<file path="src/rtl/thumb_fetch_align.sv">
// thumb_fetch_align
//   Halfword alignment buffer in front of the Thumb-2 pattern matcher.
//   Word-aligned 32-bit fetch words are split into halfwords and kept in a
//   small circular queue. The head of the queue is presented as one
//   complete 16- or 32-bit instruction per handshake, together with its PC.
//   A flush empties the queue and redirects to a halfword-aligned target.
//
// Ports
//   clk, rst_n            clock (rising edge) / asynchronous active-low reset
//   word_valid/ready/data fetch word input; data[15:0] is the lower address
//   flush, flush_pc       discard everything, restart at flush_pc (bit 0 ignored)
//   inst_valid/ready      instruction handshake toward the decoder
//   inst                  16-bit: {hw0,16'h0000}; 32-bit: {hw0,hw1}
//   inst_is32, inst_pc    encoding size and address of hw0
//   cnt16, cnt32          consumed-instruction counters
//
// Configuration
//   THUMB_FETCH_ALIGN_STATS_EN  defined: cnt16/cnt32 count consumed
//                               instructions; undefined: tied to zero.

module thumb_fetch_align #(
    parameter int unsigned HW_DEPTH = 4,
    parameter logic [31:0] RESET_PC = 32'h0000_0000
) (
    input  logic        clk,
    input  logic        rst_n,
    input  logic        word_valid,
    output logic        word_ready,
    input  logic [31:0] word_data,
    input  logic        flush,
    input  logic [31:0] flush_pc,
    output logic        inst_valid,
    input  logic        inst_ready,
    output logic [31:0] inst,
    output logic        inst_is32,
    output logic [31:0] inst_pc,
    output logic [31:0] cnt16,
    output logic [31:0] cnt32
);

    localparam int unsigned PTR_W = $clog2(HW_DEPTH);
    localparam int unsigned CNT_W = $clog2(HW_DEPTH + 1);

    localparam logic [CNT_W-1:0] CNT_ONE    = CNT_W'(1);
    localparam logic [CNT_W-1:0] CNT_TWO    = CNT_W'(2);
    localparam logic [CNT_W-1:0] ACCEPT_MAX = CNT_W'(HW_DEPTH - 2);
    localparam logic [PTR_W:0]   PTR_WRAP   = (PTR_W + 1)'(HW_DEPTH);
    localparam logic [31:0]      RESET_HEAD = {RESET_PC[31:1], 1'b0};

    // Pointer advance with explicit wrap so non-power-of-two depths work.
    function automatic logic [PTR_W-1:0] ptr_add(input logic [PTR_W-1:0] ptr,
                                                 input logic [1:0]       n);
        logic [PTR_W:0] sum;
        sum = {1'b0, ptr} + {{(PTR_W - 1){1'b0}}, n};
        if (sum >= PTR_WRAP) begin
            sum = sum - PTR_WRAP;
        end
        return sum[PTR_W-1:0];
    endfunction

    logic [15:0]      mem_q [HW_DEPTH];
    logic [15:0]      mem_d [HW_DEPTH];
    logic [PTR_W-1:0] rd_ptr_q, rd_ptr_d;
    logic [PTR_W-1:0] wr_ptr_q, wr_ptr_d;
    logic [CNT_W-1:0] count_q, count_d;
    logic [31:0]      head_pc_q, head_pc_d;
    logic             drop_lo_q, drop_lo_d;

    logic [15:0] head_hw0;
    logic [15:0] head_hw1;
    logic        head_is32;
    logic        accept;
    logic        pop;
    logic [1:0]  n_push;
    logic [1:0]  n_pop;

    logic unused_flush_pc0;
    assign unused_flush_pc0 = flush_pc[0];

    assign head_hw0  = mem_q[rd_ptr_q];
    assign head_hw1  = mem_q[ptr_add(rd_ptr_q, 2'd1)];
    // 32-bit encodings: hw0[15:11] is 11101, 11110 or 11111.
    assign head_is32 = (head_hw0[15:13] == 3'b111) && (head_hw0[12:11] != 2'b00);

    // Handshakes. Acceptance looks only at the registered count, so a word
    // is taken only when both of its halfwords are guaranteed a free slot.
    always_comb begin
        word_ready = !flush && (count_q <= ACCEPT_MAX);
        accept     = word_valid && word_ready;
        inst_valid = !flush && (((count_q >= CNT_ONE) && !head_is32) ||
                                ((count_q >= CNT_TWO) &&  head_is32));
        pop        = inst_valid && inst_ready;
        n_push     = accept ? (drop_lo_q ? 2'd1 : 2'd2) : 2'd0;
        n_pop      = pop ? (head_is32 ? 2'd2 : 2'd1) : 2'd0;
    end

    // Head presentation. The second halfword of a partially buffered 32-bit
    // instruction reads as zero rather than exposing a stale queue slot.
    always_comb begin
        inst      = 32'h0;
        inst_is32 = 1'b0;
        inst_pc   = head_pc_q;
        if (count_q != '0) begin
            inst_is32 = head_is32;
            if (head_is32) begin
                inst = {head_hw0, (count_q >= CNT_TWO) ? head_hw1 : 16'h0000};
            end else begin
                inst = {head_hw0, 16'h0000};
            end
        end
    end

    always_comb begin
        mem_d     = mem_q;
        rd_ptr_d  = rd_ptr_q;
        wr_ptr_d  = wr_ptr_q;
        count_d   = count_q;
        head_pc_d = head_pc_q;
        drop_lo_d = drop_lo_q;
        if (flush) begin
            rd_ptr_d  = '0;
            wr_ptr_d  = '0;
            count_d   = '0;
            head_pc_d = {flush_pc[31:1], 1'b0};
            // A target at addr+2 means the low halfword of the next word
            // belongs to the previous path and must be skipped.
            drop_lo_d = flush_pc[1];
        end else begin
            if (accept) begin
                if (drop_lo_q) begin
                    mem_d[wr_ptr_q] = word_data[31:16];
                    drop_lo_d       = 1'b0;
                end else begin
                    mem_d[wr_ptr_q]                = word_data[15:0];
                    mem_d[ptr_add(wr_ptr_q, 2'd1)] = word_data[31:16];
                end
                wr_ptr_d = ptr_add(wr_ptr_q, n_push);
            end
            if (pop) begin
                rd_ptr_d  = ptr_add(rd_ptr_q, n_pop);
                head_pc_d = head_pc_q + (head_is32 ? 32'd4 : 32'd2);
            end
            count_d = count_q + CNT_W'(n_push) - CNT_W'(n_pop);
        end
    end

    always_ff @(posedge clk or negedge rst_n) begin
        if (!rst_n) begin
            for (int i = 0; i < int'(HW_DEPTH); i++) begin
                mem_q[i] <= 16'h0000;
            end
            rd_ptr_q  <= '0;
            wr_ptr_q  <= '0;
            count_q   <= '0;
            head_pc_q <= RESET_HEAD;
            drop_lo_q <= RESET_PC[1];
        end else begin
            mem_q     <= mem_d;
            rd_ptr_q  <= rd_ptr_d;
            wr_ptr_q  <= wr_ptr_d;
            count_q   <= count_d;
            head_pc_q <= head_pc_d;
            drop_lo_q <= drop_lo_d;
        end
    end

`ifdef THUMB_FETCH_ALIGN_STATS_EN
    logic [31:0] cnt16_q, cnt16_d;
    logic [31:0] cnt32_q, cnt32_d;

    always_comb begin
        cnt16_d = cnt16_q;
        cnt32_d = cnt32_q;
        if (pop) begin
            if (head_is32) begin
                cnt32_d = cnt32_q + 32'd1;
            end else begin
                cnt16_d = cnt16_q + 32'd1;
            end
        end
    end

    always_ff @(posedge clk or negedge rst_n) begin
        if (!rst_n) begin
            cnt16_q <= 32'h0;
            cnt32_q <= 32'h0;
        end else begin
            cnt16_q <= cnt16_d;
            cnt32_q <= cnt32_d;
        end
    end

    assign cnt16 = cnt16_q;
    assign cnt32 = cnt32_q;
`else
    assign cnt16 = 32'h0;
    assign cnt32 = 32'h0;
`endif

endmodule

</file>
<file path="config.mk">
export PLATFORM = sky130hd
export DESIGN_NAME = thumb_fetch_align
export DESIGN_NICKNAME = d
export VERILOG_FILES = /design/src/rtl/thumb_fetch_align.sv
export SDC_FILE = /design/constraint.sdc
export NUM_CORES = 1
export LEC_CHECK = 0
export ABC_AREA = 1
export BUFFER_PORTS_ARGS = -buffer_cell sky130_fd_sc_hd__buf_2
export CAP_MARGIN = 10
export CORE_MARGIN = 2
export CORE_UTILIZATION = 55
export CTS_CLUSTER_SIZE = 10
export DETAILED_ROUTE_END_ITERATION = 6
export PLACE_DENSITY = 0.83
export SLEW_MARGIN = 20
export SYNTH_ARGS = -nofsm -noshare
export SYNTH_HDL_FRONTEND = slang
export SYNTH_SLANG_ARGS = --single-unit
</file>
<file path="constraint.sdc">
create_clock -name clk -period 4 [get_ports clk]
set_input_delay 0.8 -clock clk [delete_from_list [all_inputs] [get_ports clk]]
set_output_delay 0.8 -clock clk [all_outputs]
set_load 0.01 [all_outputs]
</file>
==> results of run 1 <==
[cell families (layout without fill, tap and decap cells)]
logic type / count (synthesis) / in the layout / share of synthesized area [%]
AND/OR/NAND/NOR: 628 / 628 / 30.4
buffers and inverters: 283 / 315 / 16.6
AO/OA/AOI/OAI: 259 / 259 / 18.2
flip-flops: 103 / 103 / 30.5
XOR/XNOR: 19 / 19 / 1.97
adder cells (fa/ha/maj): 13 / 13 / 2.19
other: 1 / 65 / 0.0444
[sequential cells by signal, indices dropped and copies added, names as in the netlist]
register	count
wr_ptr_q	2
mem_q	64
rd_ptr_q	2
inst_pc	31
drop_lo_q	1
count_q	3
[area by class of cell]
cell class	count	area, µm²
fillers	1460	5920
clock buffers	12	236
inverters	144	543
repair buffers	156	853
clock inverters	3	22.5
flip-flops and latches	103	2580
well taps	188	235
multi-input cells	984	4700
[worst max path at each step]
stage                              end               startpoint  depth (start not counted)  slack (ns)
4_1_cts        inst_pc[17]$_DFFE_PN0N_  rd_ptr_q[0]$_DFFE_PN0N_                         20        0.66
6_report                      inst[15]  rd_ptr_q[0]$_DFFE_PN0N_                          7        0.62
3_3_place_gp   inst_pc[17]$_DFFE_PN0N_  rd_ptr_q[0]$_DFFE_PN0N_                         20        0.76
2_1_floorplan  inst_pc[29]$_DFFE_PN0N_  rd_ptr_q[1]$_DFFE_PN0N_                         23        1.24
5_1_grt        inst_pc[17]$_DFFE_PN0N_  rd_ptr_q[0]$_DFFE_PN0N_                         20        0.29
3_5_place_dp   inst_pc[17]$_DFFE_PN0N_  rd_ptr_q[0]$_DFFE_PN0N_                         20        0.66
[per-stage QoR]
stage | worst slack, ns | hold slack [ns] | util [%]
after floorplan | 1.24 | 0.488 | -
after global placement | 0.760 | 0.486 | 59.1
after detailed placement | 0.664 | 0.500 | 59.1
after CTS | 0.657 | 0.498 | 60.8
after global routing | 0.288 | 0.534 | 60.8
final | 0.623 | 0.453 | 60.8
[cells in the mapped netlist, types with 14 or more instances]
cell type    n  area share, %
a21oi_1     41            2.4
inv_1      138            6.1
nor3_1      28            1.7
clkbuf_1    41            1.8
o21ai_1     16           0.95
dfrtp_1    103             31
o211ai_1    38            3.4
a31oi_1     14            1.0
nand3_1     42            2.5
o22ai_1     15            1.1
nand2_1    437             19
buf_2       15           0.89
nor2_1      92            4.1
o21ai_0    106            6.3
buf_4       66            5.9
[per-layer routing]
| metal | GRT usage [%] | share of wire [%] | wire, µm | vias to the layer above |
|---|---|---|---|---|
| li1 | - | - | - | 4281 |
| met3 | 4.09 | 9.3 | 2250 | 62 |
| met5 | 0 | 0 | 0 | - |
| met1 | 41.3 | 42 | 10100 | 4155 |
| met2 | 46.4 | 46 | 11000 | 528 |
| met4 | 12.2 | 3.3 | 788 | 0 |
[power by group]
group          switching (mW)  internal, mW
registers               0.312          1.46
logic                    1.38         0.716
clock network           0.415         0.421
total                    2.11          2.60
==> results.toml, run 1 <==
[setup_path]
crit_top_cell = "buf_4"
worst_ep_arrival_time_ns = 2.58
rr_startpoint = "rd_ptr_q[0]$_DFFE_PN0N_"
crit_family = "buffers and inverters"
cp-end-kind = "primary output"
r2r_cells = 20
path_max_fanout = 35
slowest_stage = "inv_1"
critPathKind = "reg2out"
cp.required_ns = 3.20
timing.rr.end = "inst_pc[17]$_DFFE_PN0N_"
cp_cell_sequence = "buf_4 > buf_4 > nor2_2 > inv_1 > nand2_1 > a31oi_1 > buf_2"
critical_path.max_stage_delay_ns = 0.47
cp-start-kind = "register"
r2r_slack_ns = 0.64
crit_buf_inv = 4

[yosys]
ys_seq_elements = 103
synthCells = 1306
synth_edf_count = 0
yosys_most_used_dff = "dfrtp_1"
ys_warn_count = 0
yosysUniqueCellTypes = 40
seq_area_frac_synth_pct = 30.5
async_flop_share_pct = 100
synthesis.area_um2 = 8440
postSynthAreaPerCell_um2 = 6.46

[global_routing]
grt_first_pass_wirelength_mm = 38.9
first_global_vias = 7883
grt_max_degree = 68
overflow = 0
grt_use_total_pct = 29.6
antenna_found_initial = 0

[final_layout]
final_common_cell = "nand2_1"
num_antenna_cells = 0
nNetsFinal = 1480
layout-drive-gt1-share_pct = 13.8
final_area_um2 = 9170
finalNonFillerCells = 1590
final_cell_mix = "nand2_1 (437), inv_1 (138), buf_2 (132)"
area_growth_pct = 8.65

[die]
die_width_um = 128
fp-row-count = 45
initial_utilization_pct = 56.0
die_y_um = 128
io_pins = 200
core_um2 = 15100
dieArea_um2 = 16400

[cts]
numCtsBuffers = 9
clock_latency_ns = 0.36
cts_tree = "yes"
root_buffer = "clkbuf_16"
clock_path_buffers = 2
cts_num_sinks = 103
cts.clk_slew.worst_paths_ns = 0.07
htree_levels = 3
hold_buffers = 0
postCtsSetupRepairBufs = 0
cts_resized = 0

[timing]
slew-limit-headroom_pct = 44.9
min_period_ns = 3.38
rsz0062_at_grt = "no"
setup_tns_ns = 0
setup-violations-final = 0
drv_slew = 0
worstMarginPinSlew_ns = 0.824
hold_viol_final = 0
fmax_ghz = 0.296
period_share_pct = 84.4
clock_skew_ns = 0.0108

[placement]
placed_area_um2 = 8910
dp_hpwl_mm = 16.7
gp_congestion = 0.924
dp_cells = 1575
port_buffers = 133

[route]
drt_pass1_iterations = 7
via_per_inst = 5.68
drt_iter0_markers = 875
ant_nets = 0
drc = 0
vias = 9026
totalWireLength_mm = 24.2
wire_per_inst_um = 15.2

[power_and_ir_drop]
peakVddDrop_mv = 0.243
finalPower_mw = 4.71
power_leakage_nw = 4.78
power.density_nw_per_um2 = 513

[outcome]
outcome = "completed"

[hold_path]
min_path_type = "in2async"

[job]
max-cap-violations = 0
Note: power is estimated with default switching activity, not from simulation.
==> run 2, diff against run 1 <==
--- a/config.mk
+++ b/config.mk
@@ -5,7 +5,7 @@
 export SDC_FILE = /design/constraint.sdc
 export NUM_CORES = 1
 export LEC_CHECK = 0
-export ABC_AREA = 1
+export ABC_AREA = 0
 export BUFFER_PORTS_ARGS = -buffer_cell sky130_fd_sc_hd__buf_2
 export CAP_MARGIN = 10
 export CORE_MARGIN = 2
==> constraint.sdc (replaced) <==
create_clock -name clk -period 3.3 [get_ports clk]
set_input_delay 0.66 -clock clk [delete_from_list [all_inputs] [get_ports clk]]
set_output_delay 0.66 -clock clk [all_outputs]
set_load 0.01 [all_outputs]
==> run 2 against run 1 <==
Net effect: critical path depth rose by 4; sequential power rose by 11%; combinational power barely moved; count of clock-buffer cells in the layout fell by 1; critical path type is now reg2reg.
==> results.toml, run 2 <==
[timing]
clock_skew_ns = 0.00770
setup_tns_ns = 0
rsz0062_at_grt = "yes"
hold_viol_final = 0
period_share_pct = 98.8
worstMarginPinSlew_ns = 0.673
fmax_ghz = 0.307
min_period_ns = 3.26
drv_slew = 0
holdWs_ns = 0.329
setup-violations-final = 0
slew-limit-headroom_pct = 55.1

[yosys]
seq_area_frac_synth_pct = 33.1
synthTopCellsByCount = "nand2_1 (104), dfrtp_1 (103), nor2_1 (83)"
yosysMostFrequentCell = "nand2_1"
postSynthAreaPerCell_um2 = 8.45
ys_warn_count = 0
synth_edf_count = 0
synth.area.top_cells = "dfrtp_1 (33%), mux4_2 (9.2%), a22oi_1 (7.6%)"
yosysUniqueCellTypes = 49
yosysTopAreaCell = "dfrtp_1"
synthCells = 923
ys_seq_elements = 103
yosys_most_used_dff = "dfrtp_1"
synthesis.area_um2 = 7800
synth_top_area_share_pct = 33.1
async_flop_share_pct = 100

[power_and_ir_drop]
p_int_mw = 3.15
power_frac_comb_pct = 41.5
seqPwrFrac_pct = 38.5
peakVddDrop_mv = 0.326
power_frac_clock_pct = 20.0
p_sw_mw = 1.98
power_leakage_nw = 3.90
swShare_pct = 38.6
power.density_nw_per_um2 = 586

[placement]
dp_hpwl_mm = 14.6
port_buffers = 133
gp_congestion = 0.851
placed_area_um2 = 8410
dp_cells = 1182

[final_layout]
nNetsFinal = 1097
area_growth_pct = 12.1
num_antenna_cells = 0
max_flop_register = "mem_q"
layout-drive-gt1-share_pct = 23.6
final_common_cell = "buf_2"
final_area_um2 = 8740
largest_reg_flops = 64
finalNonFillerCells = 1200
final_core_util_pct = 63.0
final_cell_mix = "buf_2 (132), nand2_1 (104), dfrtp_1 (101)"

[die]
io_pins = 200
core_um2 = 13900
initial_utilization_pct = 56.2
die_y_um = 123
dieArea_um2 = 15100
fp-row-count = 43
die_width_um = 123

[route]
wire_per_inst_um = 16.9
drc = 0
totalWireLength_mm = 20.3
drt_iter0_markers = 574
vias = 7099
via_per_inst = 5.92
drt_pass1_iterations = 5
ant_nets = 0

[setup_path]
rr_startpoint = "rd_ptr_q[0]$_DFFE_PN0N_"
worst_ep_arrival_time_ns = 3.49
path_max_fanout = 8
cp-end-kind = "register"
critPathKind = "reg2reg"
r2r_slack_ns = 0.04
cp.required_ns = 3.53
cp-start-kind = "register"
cp_cell_sequence = "mux4_2 > buf_4 > o21ai_4 > o211ai_2 > or3_4 > fa_1 > inv_1 > fa_2 > xor2_1 > xnor2_1 > nor2_1"
timing.rr.end = "count_q[2]$_DFF_PN0_"
slowest_stage = "mux4_2"
critical_path.max_stage_delay_ns = 0.56
r2r_cells = 11

[cts]
cts.clk_slew.worst_paths_ns = 0.07
hold_buffers = 0
cts_num_sinks = 103
root_buffer = "clkbuf_16"
clock_latency_ns = 0.36
htree_levels = 3
numCtsBuffers = 9
cts_tree = "yes"
clock_path_buffers = 2

[hold_path]
min_path_type = "in2async"

[global_routing]
grt_use_total_pct = 27.1
grt_first_pass_wirelength_mm = 32.0
grt_max_degree = 69
first_global_vias = 6405
antenna_found_initial = 1
overflow = 0

[job]
max-cap-violations = 0

[outcome]
outcome = "completed"
[run 2: what timing repair did]
item | 4_1_cts | 5_1_grt
pin swaps | 0 | 2
resized for setup | 2 | 5
endpoints found under the setup margin | 10 | 13
cloned | 0 | 0
buffers inserted | 1 | 1
hold endpoints to repair | 0 | 0
[run 2: area by class of cell]
class	count	area (µm²)
clock buffers	11	243
multi-input cells	703	4560
fillers	1223	5140
clock inverters	5	33.8
repair buffers	179	1030
well taps	180	225
flip-flops and latches	103	2580
inverters	19	71.3
[run 2: worst max path at each step]
stage | from | to | slack [ns] | cells after the start
2_1_floorplan | rd_ptr_q[0]$_DFFE_PN0N_ | count_q[2]$_DFF_PN0_ | 0.05 | 12
3_3_place_gp | rd_ptr_q[0]$_DFFE_PN0N_ | inst_pc[19]$_DFFE_PN0N_ | -0.07 | 13
3_5_place_dp | rd_ptr_q[0]$_DFFE_PN0N_ | inst_pc[19]$_DFFE_PN0N_ | -0.14 | 13
4_1_cts | rd_ptr_q[0]$_DFFE_PN0N_ | count_q[2]$_DFF_PN0_ | 0.001 | 11
5_1_grt | rd_ptr_q[0]$_DFFE_PN0N_ | inst_pc[19]$_DFFE_PN0N_ | -0.07 | 12
6_report | rd_ptr_q[0]$_DFFE_PN0N_ | count_q[2]$_DFF_PN0_ | 0.04 | 11
[run 2: power groups by stage]
stage | combinational, mW | clock (mW) | sequential [mW]
3_5_place_dp | 2.10 | 0 | 1.99
5_1_grt | 2.38 | 1.09 | 2.03
4_1_cts | 2.12 | 1.03 | 1.97
3_3_place_gp | 2.03 | 0 | 1.97
6_report | 2.13 | 1.02 | 1.97
2_1_floorplan | 1.55 | 0 | 1.89
[run 2: through the flow]
step                      worst slack [ns]  power [mW]
after floorplan                     0.0525        3.44
after global placement             -0.0667        4.00
after detailed placement            -0.136        4.10
after CTS                          0.00129        5.12
after global routing               -0.0734        5.51
final                               0.0412        5.13
[run 2: kinds of logic after synthesis]
logic type	count (synthesis)	share of synthesized area, %
adders and majority gates	13	2.37
and+or+nand+nor	319	19.6
buffers and inverters	181	12.1
DFF	103	33.1
xor gates and xnor gates	5	0.562
AOI/OAI and AO/OA	254	21.1
muxes	47	11.2
other	1	0.0481
[run 2: per-layer routing]
metal  up-vias  global-route usage (%)  part of all wire, %  routed length (µm)
met1      3371                    37.1                   42                8500
met3        33                    5.03                  8.7                1760
li1       3396                       -                    -                   -
met5         -                       0                0.054                  11
met4         2                    8.81                  1.5                 305
met2       297                    43.9                   48                9690
[run 2: worst max-delay path: cells and delay by family, from the launching register on]
kind	cells	cell delay [ns]
AO/OA/AOI/OAI	2	0.27
flip-flops	1	0.51
buffers and inverters	2	0.23
AND/OR/NAND/NOR	2	0.41
multiplexers	1	0.56
adder cells (fa/ha/maj)	2	0.85
XOR/XNOR	2	0.31
